File: config.mk
export PLATFORM = sky130hd
export DESIGN_NAME = food_spawn_ctrl
export DESIGN_NICKNAME = d
export VERILOG_FILES = /design/src/rtl/snake_pkg.sv /design/src/rtl/grid_scan_cnt.sv /design/src/rtl/food_spawn_ctrl.sv
export SDC_FILE = /design/constraint.sdc
export NUM_CORES = 1
export LEC_CHECK = 0
export CAP_MARGIN = 20
export CORE_UTILIZATION = 35
export DETAILED_ROUTE_END_ITERATION = 16
export DONT_BUFFER_PORTS = 1
export SYNTH_ARGS = -nofsm -noshare
export SYNTH_HDL_FRONTEND = slang
export SYNTH_HIERARCHICAL = 1
export SYNTH_SLANG_ARGS = --single-unit
File: constraint.sdc
create_clock -name I_clk -period 6.6 [get_ports I_clk]
set_clock_uncertainty 0.2 [all_clocks]
set_input_delay 0.33 -clock I_clk [delete_from_list [all_inputs] [get_ports I_clk]]
set_output_delay 0.33 -clock I_clk [all_outputs]
set_load 0.02 [all_outputs]
File: src/rtl/snake_pkg.sv
//==============================================================================
// snake_pkg: grid defaults, coordinate width and food-spawn FSM encoding
// Rev 1.0
//==============================================================================
`default_nettype none

package snake_pkg;

  localparam int c_GRID_W  = 32;
  localparam int c_GRID_H  = 24;
  localparam int c_COORD_W = 5;

  localparam logic [2:0] c_ST_IDLE      = 3'd0;
  localparam logic [2:0] c_ST_SAMPLE    = 3'd1;
  localparam logic [2:0] c_ST_WAIT      = 3'd2;
  localparam logic [2:0] c_ST_SCAN      = 3'd3;
  localparam logic [2:0] c_ST_SCAN_WAIT = 3'd4;
  localparam logic [2:0] c_ST_DONE      = 3'd5;

  typedef enum logic [2:0] {
    ST_IDLE      = c_ST_IDLE,
    ST_SAMPLE    = c_ST_SAMPLE,
    ST_WAIT      = c_ST_WAIT,
    ST_SCAN      = c_ST_SCAN,
    ST_SCAN_WAIT = c_ST_SCAN_WAIT,
    ST_DONE      = c_ST_DONE
  } spawn_state_e;

  function automatic logic [5:0] sat_inc6(input logic [5:0] v);
    return (v == 6'h3f) ? v : v + 6'd1;
  endfunction

endpackage

`default_nettype wire

File: src/rtl/grid_scan_cnt.sv
//==============================================================================
// grid_scan_cnt: x-fastest raster counter over the grid with last-cell flag
// Rev 1.0
//==============================================================================
`default_nettype none

module grid_scan_cnt
  import snake_pkg::*;
#(
  parameter int GRID_W = c_GRID_W,
  parameter int GRID_H = c_GRID_H
) (
  input  logic                 I_clk,
  input  logic                 I_rst_n,
  input  logic                 I_clr,
  input  logic                 I_adv,
  output logic [c_COORD_W-1:0] O_x,
  output logic [c_COORD_W-1:0] O_y,
  output logic                 O_last
);

  localparam logic [c_COORD_W-1:0] c_X_MAX = c_COORD_W'(GRID_W - 1);
  localparam logic [c_COORD_W-1:0] c_Y_MAX = c_COORD_W'(GRID_H - 1);

  logic [c_COORD_W-1:0] r_x;
  logic [c_COORD_W-1:0] r_y;
  logic                 w_last;

  assign w_last = (r_x == c_X_MAX) && (r_y == c_Y_MAX);

  // Advancing past the last cell holds position; the FSM never asks for it.
  always_ff @(posedge I_clk or negedge I_rst_n) begin
    if (!I_rst_n) begin
      r_x <= '0;
      r_y <= '0;
    end else if (I_clr) begin
      r_x <= '0;
      r_y <= '0;
    end else if (I_adv && !w_last) begin
      if (r_x == c_X_MAX) begin
        r_x <= '0;
        r_y <= r_y + 1'b1;
      end else begin
        r_x <= r_x + 1'b1;
      end
    end
  end

  assign O_x    = r_x;
  assign O_y    = r_y;
  assign O_last = w_last;

endmodule

`default_nettype wire

File: src/rtl/food_spawn_ctrl.sv
//==============================================================================
// food_spawn_ctrl: random food placement with retry and raster-scan fallback
// Rev 1.0
//==============================================================================
`default_nettype none

module food_spawn_ctrl
  import snake_pkg::*;
#(
  parameter int GRID_W    = c_GRID_W,
  parameter int GRID_H    = c_GRID_H,
  parameter int MAX_TRIES = 16,
  parameter int INIT_X    = 16,
  parameter int INIT_Y    = 12
) (
  input  logic       I_clk,
  input  logic       I_rst_n,
  input  logic [9:0] I_rand_num,
  input  logic       I_spawn_req,
  output logic       O_busy,
  output logic       O_occ_vld,
  output logic [4:0] O_occ_x,
  output logic [4:0] O_occ_y,
  input  logic       I_occ_hit,
  output logic [4:0] O_food_x,
  output logic [4:0] O_food_y,
  output logic       O_food_vld,
  output logic       O_fail
);

  spawn_state_e r_state, w_state_nxt;
  logic [5:0]   r_tries, w_tries_nxt, w_tries_inc;
  logic         w_tries_done;
  logic [4:0]   w_cx, w_cy;
  logic         w_in_range;
  logic [4:0]   r_cand_x, r_cand_y;
  logic [4:0]   r_food_x, r_food_y;
  logic         r_fail, w_fail_nxt;
  logic         w_load_cand, w_load_scan;
  logic         w_scan_clr, w_scan_adv, w_scan_last;
  logic [4:0]   w_scan_x, w_scan_y;

  assign w_cx         = I_rand_num[4:0];
  assign w_cy         = I_rand_num[9:5];
  assign w_in_range   = (int'(w_cx) < GRID_W) && (int'(w_cy) < GRID_H);
  assign w_tries_inc  = sat_inc6(r_tries);
  assign w_tries_done = (w_tries_inc >= 6'(MAX_TRIES));

  grid_scan_cnt #(
    .GRID_W (GRID_W),
    .GRID_H (GRID_H)
  ) u_scan (
    .I_clk   (I_clk),
    .I_rst_n (I_rst_n),
    .I_clr   (w_scan_clr),
    .I_adv   (w_scan_adv),
    .O_x     (w_scan_x),
    .O_y     (w_scan_y),
    .O_last  (w_scan_last)
  );

  always_ff @(posedge I_clk or negedge I_rst_n) begin
    if (!I_rst_n) begin
      r_state  <= ST_IDLE;
      r_tries  <= '0;
      r_cand_x <= '0;
      r_cand_y <= '0;
      r_food_x <= 5'(INIT_X);
      r_food_y <= 5'(INIT_Y);
      r_fail   <= 1'b0;
    end else begin
      r_state <= w_state_nxt;
      r_tries <= w_tries_nxt;
      r_fail  <= w_fail_nxt;
      if (r_state == ST_SAMPLE) begin
        r_cand_x <= w_cx;
        r_cand_y <= w_cy;
      end
      if (w_load_cand) begin
        r_food_x <= r_cand_x;
        r_food_y <= r_cand_y;
      end else if (w_load_scan) begin
        r_food_x <= w_scan_x;
        r_food_y <= w_scan_y;
      end
    end
  end

  // Queries are decoded straight from state so the strobe lands in the SAMPLE/SCAN cycle.
  always_comb begin
    w_state_nxt = r_state;
    w_tries_nxt = r_tries;
    w_fail_nxt  = 1'b0;
    w_load_cand = 1'b0;
    w_load_scan = 1'b0;
    w_scan_clr  = 1'b0;
    w_scan_adv  = 1'b0;
    O_occ_vld   = 1'b0;
    O_occ_x     = '0;
    O_occ_y     = '0;
    O_food_vld  = 1'b0;
    case (r_state)
      ST_IDLE: begin
        w_scan_clr = 1'b1;
        if (I_spawn_req) begin
          w_state_nxt = ST_SAMPLE;
          w_tries_nxt = '0;
        end
      end
      ST_SAMPLE: begin
        if (w_in_range) begin
          O_occ_vld   = 1'b1;
          O_occ_x     = w_cx;
          O_occ_y     = w_cy;
          w_state_nxt = ST_WAIT;
        end else begin
          w_tries_nxt = w_tries_inc;
          w_state_nxt = w_tries_done ? ST_SCAN : ST_SAMPLE;
        end
      end
      ST_WAIT: begin
        if (!I_occ_hit) begin
          w_load_cand = 1'b1;
          w_state_nxt = ST_DONE;
        end else begin
          w_tries_nxt = w_tries_inc;
          w_state_nxt = w_tries_done ? ST_SCAN : ST_SAMPLE;
        end
      end
      ST_SCAN: begin
        O_occ_vld   = 1'b1;
        O_occ_x     = w_scan_x;
        O_occ_y     = w_scan_y;
        w_state_nxt = ST_SCAN_WAIT;
      end
      ST_SCAN_WAIT: begin
        if (!I_occ_hit) begin
          w_load_scan = 1'b1;
          w_state_nxt = ST_DONE;
        end else if (!w_scan_last) begin
          w_scan_adv  = 1'b1;
          w_state_nxt = ST_SCAN;
        end else begin
          w_fail_nxt  = 1'b1;
          w_state_nxt = ST_IDLE;
        end
      end
      ST_DONE: begin
        O_food_vld  = 1'b1;
        w_state_nxt = ST_IDLE;
      end
      default: w_state_nxt = ST_IDLE;
    endcase
  end

  assign O_busy   = (r_state != ST_IDLE);
  assign O_food_x = r_food_x;
  assign O_food_y = r_food_y;
  assign O_fail   = r_fail;

endmodule

`default_nettype wire

==> metrics.yaml <==
status: "completed"
antenna_cells: 0
grt_max_degree: 41
synth.ff_latch_count: 40
placement.io_buffers: 0
drc: 0
clk_latency_ns: 0.29
fin_crit_sh: 0.496
path_clk_slew_ns: 0.08
fin_tns_setup_ns: 0
grt_pass1_wl_um: 8890
drt_first_pass_iters: 4
synth.distinct_cells: 52
hold_violations: 0
fin_area_um2: 2560
gp_congestion: 0.798
cp_data_arrival_time_ns: 3.28
tightestPinTransition_ns: 0.988
grt_antenna_before_repair: 0
drtIter0Drc: 83
drive_above_1_share: 0.146
dp_hpwl_um: 3640
path_class: "register to register"
htree_levels: 2
dominantRegCellSynth: "dfrtp_1"
initial_core_util: 0.362
avgRoutedWirePerCell_um: 16.1
synth_fp_nets: 255
root_buffer: "clkbuf_8"
numCtsBuffers: 5
cp_max_fo: 9
cts.sinks: 40
core-area_um2: 6350
routed_wl_um: 5220
num_rows: 29
synthArstFlopShare: 1.00
clockBufferDepth: 2
pwr-share-comb: 0.388
power_switching_share: 0.410
post-place-ws_ns: 3.31
syn2layout_area_growth_pct: 11.4
tritoncts: "done"
cap_viol_max_count: 0
endpoint_kind: "register"
cts_setup_buffers: 0
syn_area_per_cell_um2: 9.70
vdd_drop_max_uv: 166
setup_violations: 0
fin_crit_ns: 3.27
synth_edf_count: 0
die_h_um: 83.1
fin_cells: 324
max_freq_mhz: 306
synth_seq_area_share: 0.437
intPower_w: 0.000583
pwr-share-clk: 0.171
fin_nets: 264
postSynthCellCount: 237
vias: 1774
power_density_nw_per_um2: 386
syn_area_um2: 2300
synth.largest_area_cell: "dfrtp_1"
design.die.area_um2: 6900
worstPathRequired_ns: 6.61
rsz0062_at_grt: "false"
drtAntennaViolNets: 0
slew_violations: 0
hold_class: "primary input to register"
placed_cell_area_um2: 2330
start_kind: "register"
globalRouteOverflowTotal: 0
fp.dieW_um: 83.1
placed_cells: 303
setup_ws_ns: 3.33
synth_top_area_share: 0.403
synth_area_leaders: "dfrtp_1, mux2i_1, mux2_2"
relSlewSlack: 0.341
grt_usage: 0.161
vias_per_cell: 5.48
io_pins: 38
yosys_warnings: 6
grt_pass1_vias: 1719
post_cts_resized: 0
p_leak_nw: 1.01
power.share.sequential: 0.442
p_switching_w: 0.000405
## cell type report
cell class	instances	area, um2
Fill cell	625	3790
Multi-Input combinational cell	178	1200
Sequential cell	40	1000
Timing Repair Buffer	13	138
Tap cell	77	96.3
Clock buffer	8	90.1
Inverter	8	30.0
## Yosys cell counts (2+ instances only)
cell type  count
dfrtp_1       37
nand2_1       22
a21oi_1       20
o21ai_0       17
mux2i_1       15
nor2_1        13
mux2_2        11
nand3b_1       9
inv_1          8
nand2b_1       8
a31oi_1        6
and3_1         6
nand3_1        6
buf_2          5
ha_1           4
clkbuf_1       3
dfstp_2        3
nor2b_1        3
nor3_1         3
a211oi_1       2
buf_4          2
nor3b_1        2
or3_1          2
xnor2_1        2
## what timing repair did
item / 4_1_cts / 5_1_grt
endpoints found under the hold margin: 50 / 0
setup endpoints to repair: 0 / 0
hold buffers: 12 / 0
## state kept, by name, summed over array words and instances, names as in the netlist
name	cells
O_food_y	5
u_scan/O_x	5
O_fail	1
O_food_x	5
r_state	3
r_cand_x	5
u_scan/O_y	5
r_tries	6
r_cand_y	5
## cells by family (layout without fill, tap and decap cells)
group,after synthesis,in the layout,share of synthesized area
buffers and inverters,19,29,0.0403
AO/OA/AOI/OAI,56,56,0.147
AND/OR/NAND/NOR,90,90,0.227
adder cells (fa/ha/maj),4,4,0.0218
flip-flops,40,40,0.437
multiplexers,26,26,0.119
XOR/XNOR,2,2,0.00762
## power by group through the flow
stage	Combinational, W	Clock [W]	Sequential, W
4_1_cts	0.000383	0.000174	0.000437
5_1_grt	0.000426	0.000188	0.000451
3_3_place_gp	0.000365	0	0.000440
6_report	0.000383	0.000169	0.000437
2_1_floorplan	0.000353	0	0.000397
3_5_place_dp	0.000370	0	0.000442
## critical path, cell delays in order (launching register included)
cell and delay [ns]:
dfrtp_1 0.45, ha_1 0.24, and3_1 0.18, ha_1 0.28, and4_2 0.23, nor3_1 0.74, inv_1 0.10, a41oi_1 0.51
mux2i_1 0.25
## through the flow
step / util / total power [W] / hold WS [ns]
CTS: 0.402 / 0.000994 / 0.00641
finish: 0.403 / 0.000989 / 0.0241
global route: 0.403 / 0.00107 / 0.00771
floorplan: - / 0.000750 / -0.166
global placement: 0.367 / 0.000805 / -0.164
detailed placement: 0.367 / 0.000812 / -0.164
## layer usage
layer,global-route usage,routed length (um)
met1,0.222,2460
met3,0.0328,233
met5,0,0
met2,0.259,2490
met4,0.0423,35
## cells in the final DEF, fill, tap and decap left out, drive strengths merged, types with 2 or more instances in the layout
| cell | n |
|---|---|
| o21ai | 18 |
| mux2 | 11 |
| and2 | 2 |
| mux2i | 15 |
| dlygate4sd3 | 11 |
| nand2b | 9 |
| and3 | 7 |
| ha | 4 |
| nor2b | 3 |
| xnor2 | 2 |
| clkbuf | 8 |
| a21oi | 21 |
| nor3 | 4 |
| dfrtp | 37 |
| or3 | 3 |
| nor2 | 13 |
| dfstp | 3 |
| nand3 | 6 |
| and4 | 2 |
| buf | 2 |
| a211oi | 2 |
| nor3b | 2 |
| nand2 | 23 |
| a31oi | 6 |
| inv | 8 |
| nand3b | 9 |
## final timing paths
kind                            cells past startpoint            end  slack (ns)     startpoint
worst max-delay path                                8  u_scan/O_x[4]        3.33  u_scan/O_x[0]
max in group asynchronous                           2    O_food_x[4]        5.64        I_rst_n
min in group asynchronous                           2  u_scan/O_x[4]        0.29        I_rst_n
worst min register to register                      2    O_food_x[2]        0.28    r_cand_x[2]
worst min-delay path                                2         O_fail        0.02      I_occ_hit
worst max register to register                      8  u_scan/O_x[4]        3.33  u_scan/O_x[0]
Power figures use the tool's default switching activity.
